**src/rtl/tag_lookup_pkg.sv**
```systemverilog
// tag_lookup_pkg: op encoding, default geometry and PLRU node count for tag_way_lookup
package tag_lookup_pkg;
  typedef enum logic [1:0] {
    OP_LOOKUP = 2'd0,
    OP_ALLOC  = 2'd1,
    OP_INVAL  = 2'd2
  } op_e;
  localparam int DEF_WAYS  = 8;
  localparam int DEF_SETS  = 16;
  localparam int DEF_TAG_W = 12;
  function automatic int plru_nodes(input int ways);
    return ways - 1;
  endfunction
endpackage

```
**src/rtl/tag_way_lookup_plru_tree.sv**
```systemverilog
// plru_tree: heap-indexed tree PLRU, combinational victim walk and touch update
module plru_tree #(
  parameter int WAYS = 8,
  localparam int LW = $clog2(WAYS)
) (
  input  logic [WAYS-2:0] state,
  input  logic [LW-1:0]   touch_way,
  output logic [LW-1:0]   victim,
  output logic [WAYS-2:0] next_state
);
  logic [LW-1:0] n, m;
  always_comb begin
    victim = '0;
    next_state = state;
    n = '0;
    m = '0;
    for (int l = 0; l < LW; l++) begin
      victim[LW-1-l] = state[n];
      n = LW'(2 * n + 1 + state[n]);
      next_state[m] = !touch_way[LW-1-l];
      m = LW'(2 * m + 1 + touch_way[LW-1-l]);
    end
  end
endmodule

```
**src/rtl/tag_way_lookup.sv**
```systemverilog
// tag_way_lookup: per-set tag store with hit/victim select and registered response; TAG_LOOKUP_PERF_EN adds hit/miss counters
module tag_way_lookup
  import tag_lookup_pkg::*;
#(
  parameter int WAYS  = DEF_WAYS,
  parameter int SETS  = DEF_SETS,
  parameter int TAG_W = DEF_TAG_W,
  localparam int IW = $clog2(SETS),
  localparam int LW = $clog2(WAYS),
  localparam int PN = plru_nodes(WAYS)
) (
  input  logic             clk,
  input  logic             rst_n,
  input  logic             req_valid,
  output logic             req_ready,
  input  logic [1:0]       req_op,
  input  logic [IW-1:0]    req_index,
  input  logic [TAG_W-1:0] req_tag,
  output logic             rsp_valid,
  input  logic             rsp_ready,
  output logic             rsp_hit,
  output logic [LW-1:0]    rsp_way,
  output logic             rsp_evict_valid,
  output logic [TAG_W-1:0] rsp_evict_tag
`ifdef TAG_LOOKUP_PERF_EN
  ,
  output logic [31:0]      perf_hits,
  output logic [31:0]      perf_misses
`endif
);
  logic [WAYS-1:0]  valid_q [SETS];
  logic [TAG_W-1:0] tag_q   [SETS][WAYS];
  logic [PN-1:0]    plru_q  [SETS];
  logic [WAYS-1:0]  vset, match;
  logic [LW-1:0]    hit_way, inv_way, victim, alloc_way, touch_way, way_d;
  logic [PN-1:0]    plru_next;
  logic             hit, any_inv, acc, is_alloc, is_inval, alloc_miss, inval_hit, touch, ev_d;
  always_comb begin
    vset = valid_q[req_index];
    match = '0;
    hit_way = '0;
    inv_way = '0;
    for (int i = WAYS - 1; i >= 0; i--) begin
      match[i] = vset[i] && (tag_q[req_index][i] == req_tag);
      hit_way = match[i] ? LW'(i) : hit_way;
      inv_way = !vset[i] ? LW'(i) : inv_way;
    end
  end
  assign hit        = |match;
  assign any_inv    = ~&vset;
  assign req_ready  = !rsp_valid || rsp_ready;
  assign acc        = req_valid && req_ready;
  assign is_alloc   = req_op == OP_ALLOC;
  assign is_inval   = req_op == OP_INVAL;
  assign alloc_miss = is_alloc && !hit;
  assign inval_hit  = is_inval && hit;
  assign touch      = (hit && !is_inval) || alloc_miss;
  assign alloc_way  = any_inv ? inv_way : victim;
  assign touch_way  = hit ? hit_way : alloc_way;
  assign way_d      = hit ? hit_way : (alloc_miss ? alloc_way : '0);
  assign ev_d       = alloc_miss && !any_inv;
  plru_tree #(.WAYS(WAYS)) u_plru (
    .state(plru_q[req_index]),
    .touch_way(touch_way),
    .victim(victim),
    .next_state(plru_next)
  );
  always_ff @(posedge clk)
    if (acc && alloc_miss) tag_q[req_index][alloc_way] <= req_tag;
  always_ff @(posedge clk or negedge rst_n) begin
    if (!rst_n) begin
      for (int s = 0; s < SETS; s++) begin
        valid_q[s] <= '0;
        plru_q[s] <= '0;
      end
      rsp_valid <= 1'b0;
      rsp_hit <= 1'b0;
      rsp_way <= '0;
      rsp_evict_valid <= 1'b0;
      rsp_evict_tag <= '0;
    end else if (acc) begin
      if (alloc_miss) valid_q[req_index][alloc_way] <= 1'b1;
      if (inval_hit) valid_q[req_index][hit_way] <= 1'b0;
      if (touch) plru_q[req_index] <= plru_next;
      rsp_valid <= 1'b1;
      rsp_hit <= hit;
      rsp_way <= way_d;
      rsp_evict_valid <= ev_d;
      rsp_evict_tag <= ev_d ? tag_q[req_index][alloc_way] : '0;
    end else if (rsp_ready) begin
      rsp_valid <= 1'b0;
    end
  end
`ifdef TAG_LOOKUP_PERF_EN
  always_ff @(posedge clk or negedge rst_n) begin
    if (!rst_n) begin
      perf_hits <= '0;
      perf_misses <= '0;
    end else if (acc && !is_inval) begin
      if (hit && !(&perf_hits)) perf_hits <= perf_hits + 32'd1;
      if (!hit && !(&perf_misses)) perf_misses <= perf_misses + 32'd1;
    end
  end
`endif
  a_single_match: assert property (@(posedge clk) disable iff (!rst_n) req_valid |-> $onehot0(match));
endmodule

```
**config.mk**
```make
export PLATFORM = sky130hd
export DESIGN_NAME = tag_way_lookup
export DESIGN_NICKNAME = d
export VERILOG_FILES = /design/src/rtl/tag_lookup_pkg.sv /design/src/rtl/tag_way_lookup_plru_tree.sv /design/src/rtl/tag_way_lookup.sv
export SDC_FILE = /design/constraint.sdc
export NUM_CORES = 2
export LEC_CHECK = 0
export ABC_AREA = 1
export BUFFER_PORTS_ARGS = -buffer_cell sky130_fd_sc_hd__buf_2
export CELL_PAD_IN_SITES_DETAIL_PLACEMENT = 0
export CELL_PAD_IN_SITES_GLOBAL_PLACEMENT = 2
export CORE_ASPECT_RATIO = 0.6
export CORE_UTILIZATION = 42
export CTS_CLUSTER_DIAMETER = 50
export DETAILED_ROUTE_END_ITERATION = 10
export PLACE_DENSITY_LB_ADDON = 0.1
export SKIP_LAST_GASP = 1
export SYNTH_ARGS = -nofsm -noshare
export SYNTH_HDL_FRONTEND = slang
export SYNTH_HIERARCHICAL = 1
export SYNTH_SLANG_ARGS = --single-unit
```
**constraint.sdc**
```tcl
create_clock -name clk -period 4.25 [get_ports clk]
set_clock_uncertainty 0.15 [all_clocks]
set_input_delay 0.85 -clock clk [delete_from_list [all_inputs] [get_ports clk]]
set_output_delay 0.85 -clock clk [all_outputs]
set_load 0.05 [all_outputs]
```
# Yosys cells after proc, flatten, opt, wreduce, memory -nomap -nowiden
# Memory sizes are Yosys's and may differ from the RTL's.
# Index checks and enable logic that the tools add are counted.
# Widths: inputs -> output; s select.
[word_totals]
out_inout_bits = 19
mem_count = 1
inputBits = 22
elab_cells = 165
mem_bits_ro = 0
latchBits = 0
mem_bits_rw = 1536
register_bits = 258
[memory_table]
columns = ["name", "words", "width", "rd", "rd_ports_with_merged_regs", "wr", "line", "text"]
rows = [
  ["tag_q", 16, 96, 1, 0, 1, "tag_way_lookup.sv:32", "logic [TAG_W-1:0] tag_q [SETS][WAYS];"],
]
[op_classes]
mul = 0
reduce_logical = 32
eq_ne = 10
n_mux = 60
addsub = 6
shifts = 0
magnitude_cmp = 14
div = 0
bitwise = 5
[op_table]
columns = ["op", "n"]
rows = [
  ["$mux 128", 3],
  ["$and 128x128->128", 1],
  ["$not 128->128", 1],
  ["$or 128x128->128", 1],
  ["$bwmux 112", 1],
  ["$eq 12x12->1", 8],
  ["$mux 96", 1],
  ["$demux 8 s4", 2],
  ["$mux 3", 20],
  ["$mux 12", 4],
  ["$bmux 12 s3", 1],
  ["$demux 12 s3", 1],
  ["$bmux 8 s4", 1],
  ["$mux 8", 4],
  ["$bmux 7 s4", 1],
  ["$demux 7 s4", 1],
  ["$lt 3x4->1 const B", 6],
  ["$mux 7", 3],
  ["$logic_and 1x1->1", 20],
  ["$bwmux 7", 2],
  ["$demux 1 s3", 4],
  ["$ge 3x1->1 const B", 4],
  ["$mux 1", 9],
  ["$reduce_and 8->1", 1],
  ["17 further kinds", 27],
]

# Logic depth before layout (Yosys ltp)
[logic_depth]
word_depth = 24
depth_mapped = 33
ltp_nobuf = 27

# By module
# The synthesis kept the hierarchy.
[by_module_without_submodules]
columns = ["module", "area_each_um2", "cells_each", "instances", "seq_area_each_um2"]
rows = [
  ["tag_way_lookup", 78361.4, 8096, 1, 52580.4],
  ["plru_tree", 266.5, 46, 1, 0.0],
]

# Worst setup path before layout
# OpenSTA, ideal clock, no wires.
[synth_path]
path_type = "input port to flip-flop"
from = "in req_index[1]"
to = "reg plru_q[0] (netlist name)"
required_time_ns = 4.035
path_slack_ns = -1.183
cell_stages = 33
setup_ns = 0.065
path_buffers = 9
t_arrival_ns = 5.218
path_cell_list = "buf_4 nand2_4 inv_2 buf_2 buf_4 buf_6 clkbuf_1 clkbuf_1 a22oi_1 a21oi_1 or4_1 inv_2 nand2_4 nand2_4 inv_1 ha_1 inv_1 nor2_1 nand2_2 nand2_2 inv_2 nand3_2 nand2_1 nand2_2 nand2_4 buf_2 nand2_1 nand2_1 o21ai_0 buf_1 clkbuf_1 nand2_1 nand2_1"
[synth_rtl]
columns = ["element", "line", "text"]
rows = [
  ["start: declaration", "tag_way_lookup.sv:17", "input logic [IW-1:0] req_index,"],
  ["$not 4->5 (implied by the code) (*)", "tag_way_lookup.sv:63", ".state(plru_q[req_index]),"],
  ["$bmux 7 s4 (*)", "tag_way_lookup.sv:63", ""],
  ["$mux 7 (implied by the code) (*) (2 in a row)", "tag_way_lookup.sv:63", ""],
  ["$add 1x1->2", "tag_way_lookup_plru_tree.sv:19", "n = LW'(2 * n + 1 + state[n]);"],
  ["$bmux 1 s3 (*)", "tag_way_lookup_plru_tree.sv:18", "victim[LW-1-l] = state[n];"],
  ["$mux 1 (implied by the code) (*)", "tag_way_lookup_plru_tree.sv:18", ""],
  ["named net victim[1]", "tag_way_lookup.sv:35", "logic [LW-1:0] hit_way, inv_way, victim, alloc_way, touch_way, way_d;"],
  ["$add 3x1->3 (*)", "tag_way_lookup_plru_tree.sv:19", ""],
  ["(+2 left out)", "--", ""],
  ["named net victim[0]", "tag_way_lookup.sv:35", ""],
  ["$mux 3 (*)", "tag_way_lookup.sv:58", "assign alloc_way = any_inv ? inv_way : victim;"],
  ["$mux 3 (*)", "tag_way_lookup.sv:59", "assign touch_way = hit ? hit_way : alloc_way;"],
  ["named net touch_way[0]", "tag_way_lookup.sv:35", ""],
  ["$logic_not 1->1 (*)", "tag_way_lookup_plru_tree.sv:20", "next_state[m] = !touch_way[LW-1-l];"],
  ["$bwmux 7 (*)", "tag_way_lookup_plru_tree.sv:20", ""],
  ["named net plru_next[0]", "tag_way_lookup.sv:36", "logic [PN-1:0] plru_next;"],
  ["$bwmux 112 (*)", "tag_way_lookup.sv:84", "if (touch) plru_q[req_index] <= plru_next;"],
  ["end signal: indexed assignment", "tag_way_lookup.sv:84", ""],
  ["end: declaration", "tag_way_lookup.sv:33", "logic [PN-1:0] plru_q [SETS];"],
]
# The timed path passes the listed nets; every way through them passes the cells marked *. The select of a mux whose other input is x is not followed.
# A chain may end at the register's enable or synchronous reset.

# Worst setup path after layout
[layout_path]
from = "in req_index[1]"
to = "reg plru_q[0] (netlist name)"
[layout_rtl]
columns = ["element", "line", "text"]
rows = [
  ["branches (longest 13 deep; another with $mem_v2 16x96)", "--", ""],
  ["$mux 3 (*)", "tag_way_lookup.sv:59", ""],
  ["named net touch_way[1]", "tag_way_lookup.sv:35", ""],
  ["$add 3x1->3", "tag_way_lookup_plru_tree.sv:21", "m = LW'(2 * m + 1 + touch_way[LW-1-l]);"],
  ["$lt 3x4->1 (implied by the code) / $ge 3x1->1 (equally long branches)", "tag_way_lookup_plru_tree.sv:20", ""],
  ["$logic_and 1x1->1 (implied by the code)", "tag_way_lookup_plru_tree.sv:20", ""],
  ["$mux 1 (implied by the code)", "tag_way_lookup_plru_tree.sv:20", ""],
  ["$demux 1 s3", "--", ""],
  ["$bwmux 7 (*)", "tag_way_lookup_plru_tree.sv:20", ""],
  ["named net plru_next[0]", "tag_way_lookup.sv:36", ""],
  ["$bwmux 112 (*)", "tag_way_lookup.sv:84", ""],
]
# Mark *: on every way through the listed nets, which the timed path passes. The select of a mux whose other input is x is not followed.

==> run_results.csv <==
group,metric,value,unit
yosys,yosys.area.top_type,"edfxtp_1",
placed_design,finalWeightedCongestion,0.973,
power,netSwitchingPower,10000,uW
final_layout,area_growth,24.2,%
final_layout,seqCellArea,52600,um2
hold_path,hold_depth,4,
worst_setup_path,endpoint_kind,"flop",
yosys,yosysTopAreaCellShare,58.7,%
worst_setup_path,critical_path_class,"in -> reg",
power,power_density,407,nW/um2
global_route,grt_first_pass_wirelength,423000,um
timing,hold_viol,0,
final_layout,num-fill-cells,16645,
die,start_util,42.5,%
power,leakage,0.0423,uW
final_layout,multiInputGateArea,22800,um2
die,row_count,122,
timing,worst_slack,0.0711,ns
cts,cts-root-buf,"clkbuf_16",
die,dieWidth,561,um
power,irDropWorstVdd,0.346,mV
timing,relSlewSlack,29.2,%
detailed_routing,vias,61776,
detailed_routing,postRouteWirelength,300000,um
die,core-area,185000,um2
die,die_area,189000,um2
worst_setup_path,crit_path_frequent_cell,"nand2_1",
cts,cts_buffer_depth,4,
worst_setup_path,r2r-end,"plru_q[0]$_DFFE_PN0P_",
yosys,syn_avg_cell_area,9.66,um2
final_layout,design_area,97700,um2
global_route,grt.total_usage,31.3,%
timing,period_share,98.3,%
detailed_routing,drt.antenna.violating_nets,0,
final_layout,layout-drive-gt1-share,17.6,%
global_route,grt_max_degree,81,
timing,holdWs,0.115,ns
run_status,status,"complete, no violations",
worst_setup_path,reg2reg_slack,0.35,ns
cts,tritoncts,"built",
power,sw_frac_of_total,25.3,%
timing,setup_viol,0,
worst_setup_path,slowest_delay,0.27,ns
cts,clkSinkCount,1794,
global_route,grt_pass1_vias,56164,
placed_design,io_buffer_count,40,
yosys,syn_inst,8142,
hold_path,hold_path_class,"in -> reg",
cts,cts_max_level,4,
worst_setup_path,slowest_stage,"ha_1",
yosys,synth.distinct_cells,35,
power,p_int,29700,uW
die,die_y,337,um
die,io_pins,41,
worst_setup_path,start_kind,"input port",
power,clock_power_share,41.1,%
yosys,synthTopCellsByArea,"edfxtp_1 (59%), nand2_1 (20%), dfrtp_1 (8.2%), inv_1 (2.2%), nor2_1 (1.9%)",
yosys,synthesis.area,78600,um2
power,power,39700,uW
run,maxCapViolations,0,
power,comb_power_share,10.3,%
yosys,synth_seq_cells,1794,
worst_setup_path,crit_buf_inv,13,
detailed_routing,drtPass1Iterations,6,
worst_setup_path,reg2reg_from,"tag_q[11][18]$_DFFE_PP_",
power,p_seq_share,48.6,%
cts,insertion_delay,0.86,ns
global_route,grt_overflow,0,
detailed_routing,wire_per_inst,25.9,um
hold_path,min_from,"rsp_ready",
timing,worstMarginPinSlew,1.06,ns
yosys,ys_warn_count,6,
yosys,synth_fp_nets,8169,
worst_setup_path,crit_fanout,14,
detailed_routing,first_iter_violations,8201,
detailed_routing,viasPerCell,5.33,
placed_design,placed_cell_area,91000,um2
global_route,antenna_found_initial,15,
worst_setup_path,cp.arrival,4.79,ns
worst_setup_path,r2r_cells,27,
final_layout,fin_nets,8999,
timing,maxSlewViolCount,0,
cts,clkTransAtPathRegs,0.06,ns
worst_setup_path,required,4.86,ns
timing,clock.fmax,0.239,GHz
placed_design,place_ws,-1.19,ns
detailed_routing,drc,0,
placed_design,hpwl,208000,um
worst_setup_path,crit_family,"buffers and inverters",
timing,rsz0062_at_grt,"true",
cts,numCtsBuffers,187,
yosys,seq_area_frac_synth,66.9,%
timing,fin_crit,4.18,ns
hold_path,min_to,"rsp_valid$_DFFE_PN0P_",
-- worst min-delay path, delay by kind of cell --
family / cells / cell delay (ns)
simple gates: 2 / 0.13
buf+inv: 2 / 0.10
-- cell families (layout without fill, tap and decap cells) --
family	after synthesis	after routing	synth area share, %
AOI/OAI and AO/OA	357	357	2.61
adders and majority gates	5	5	0.0796
buffers and inverters	878	1852	4.66
DFF	1794	1794	66.9
other	0	3	0
and+or+nand+nor	5108	5108	25.8
-- flip-flops by register name, indices dropped and copies added (netlist names) --
| register | count |
|---|---|
| plru_q | 112 |
| rsp_evict_tag | 12 |
| rsp_hit | 1 |
| tag_q | 1536 |
| rsp_way | 3 |
| valid_q | 128 |
| rsp_valid | 1 |
| rsp_evict_valid | 1 |
-- synthesized netlist by cell type, drive strengths merged --
master,n
nand2,4218
edfxtp,1536
inv,484
nor2,425
buf,281
nand3,279
dfrtp,258
nand4,177
o21ai,152
a21oi,117
clkbuf,110
a22oi,83
or4,7
ha,5
clkinv,3
a21o,1
a22o,1
nor3,1
nor3b,1
o211ai,1
o21bai,1
o221ai,1
-- worst max path at each step --
stage / start / to / slack [ns] / cells past startpoint
floorplan: req_index[0] / tag_q[14][12]$_DFFE_PP_ / -0.60 / 29
global placement: req_index[0] / plru_q[77]$_DFFE_PN0P_ / -1.21 / 30
detailed placement: req_index[0] / plru_q[77]$_DFFE_PN0P_ / -1.19 / 30
CTS: req_index[0] / plru_q[70]$_DFFE_PN0P_ / 0.01 / 31
global route: req_index[1] / plru_q[63]$_DFFE_PN0P_ / -0.06 / 33
finish: req_index[1] / plru_q[0]$_DFFE_PN0P_ / 0.07 / 33
-- routing by layer --
layer	GRT usage [%]	vias up	part of all wire, %
li1	-	28225	-
met1	50.2	30377	48
met2	44.0	2823	41
met3	5.47	345	9.5
met4	6.41	6	2.1
met5	0	-	0.013
-- per-stage QoR --
stage | instances | setup TNS [ns] | utilization (%)
3_3_place_gp | 11231 | -1466.57 | 49.1
4_1_cts | 11568 | 0 | 52.4
2_1_floorplan | 8142 | -816.01 | -
3_5_place_dp | 11231 | -1522.51 | 49.1
5_1_grt | 11599 | -0.969 | 52.8
6_report | 11599 | 0 | 52.8
-- power by group through the flow --
stage | Sequential, uW | Combinational [uW] | Clock, uW
final | 19300 | 4100 | 16300
after global routing | 19300 | 4360 | 17200
after CTS | 19300 | 3940 | 16500
after detailed placement | 19700 | 3910 | 0
after global placement | 19700 | 3910 | 0
after floorplan | 19700 | 1680 | 0
-- cell usage in the layout (no fill, tap or decap), types with 15 or more instances in the layout --
master | synthesis | final
nand2_1 | 4190 | 4168
edfxtp_1 | 1536 | 1536
buf_4 | 14 | 689
nor2_1 | 394 | 348
inv_1 | 460 | 329
nand3_1 | 276 | 274
buf_12 | 0 | 273
dfrtp_1 | 258 | 258
clkbuf_16 | 0 | 193
nand4_1 | 177 | 177
inv_2 | 23 | 147
o21ai_0 | 140 | 120
a21oi_1 | 112 | 107
a22oi_1 | 83 | 75
nor2_2 | 16 | 54
nand2_2 | 22 | 41
clkbuf_1 | 110 | 37
clkinv_1 | 3 | 35
clkinv_2 | 0 | 32
o21ai_1 | 12 | 30
buf_6 | 7 | 27
buf_2 | 209 | 25
nor2_4 | 15 | 23
bufinv_16 | 0 | 15
-- layout make-up --
type,instances,share of cell area (%)
sequential,1794,53.8
timing repair buffer,1031,11.7
tap,2480,3.18
multi-input combinational,5470,23.3
clock buffer,228,5.00
antenna,3,0.00769
inverter,487,1.93
timing repair inverter,1,0.0115
clock inverter,105,1.04
-- repair_timing --
item | CTS | global route
hold buffers | 1 | 0
setup endpoints to repair | 744 | 1191
endpoints found under the hold margin | 63 | 0
pin swaps | 1 | 18
buffers inserted | 3 | 21
resized for setup | 13 | 123
cloned | 0 | 7
(Power assumes the default switching activity.)
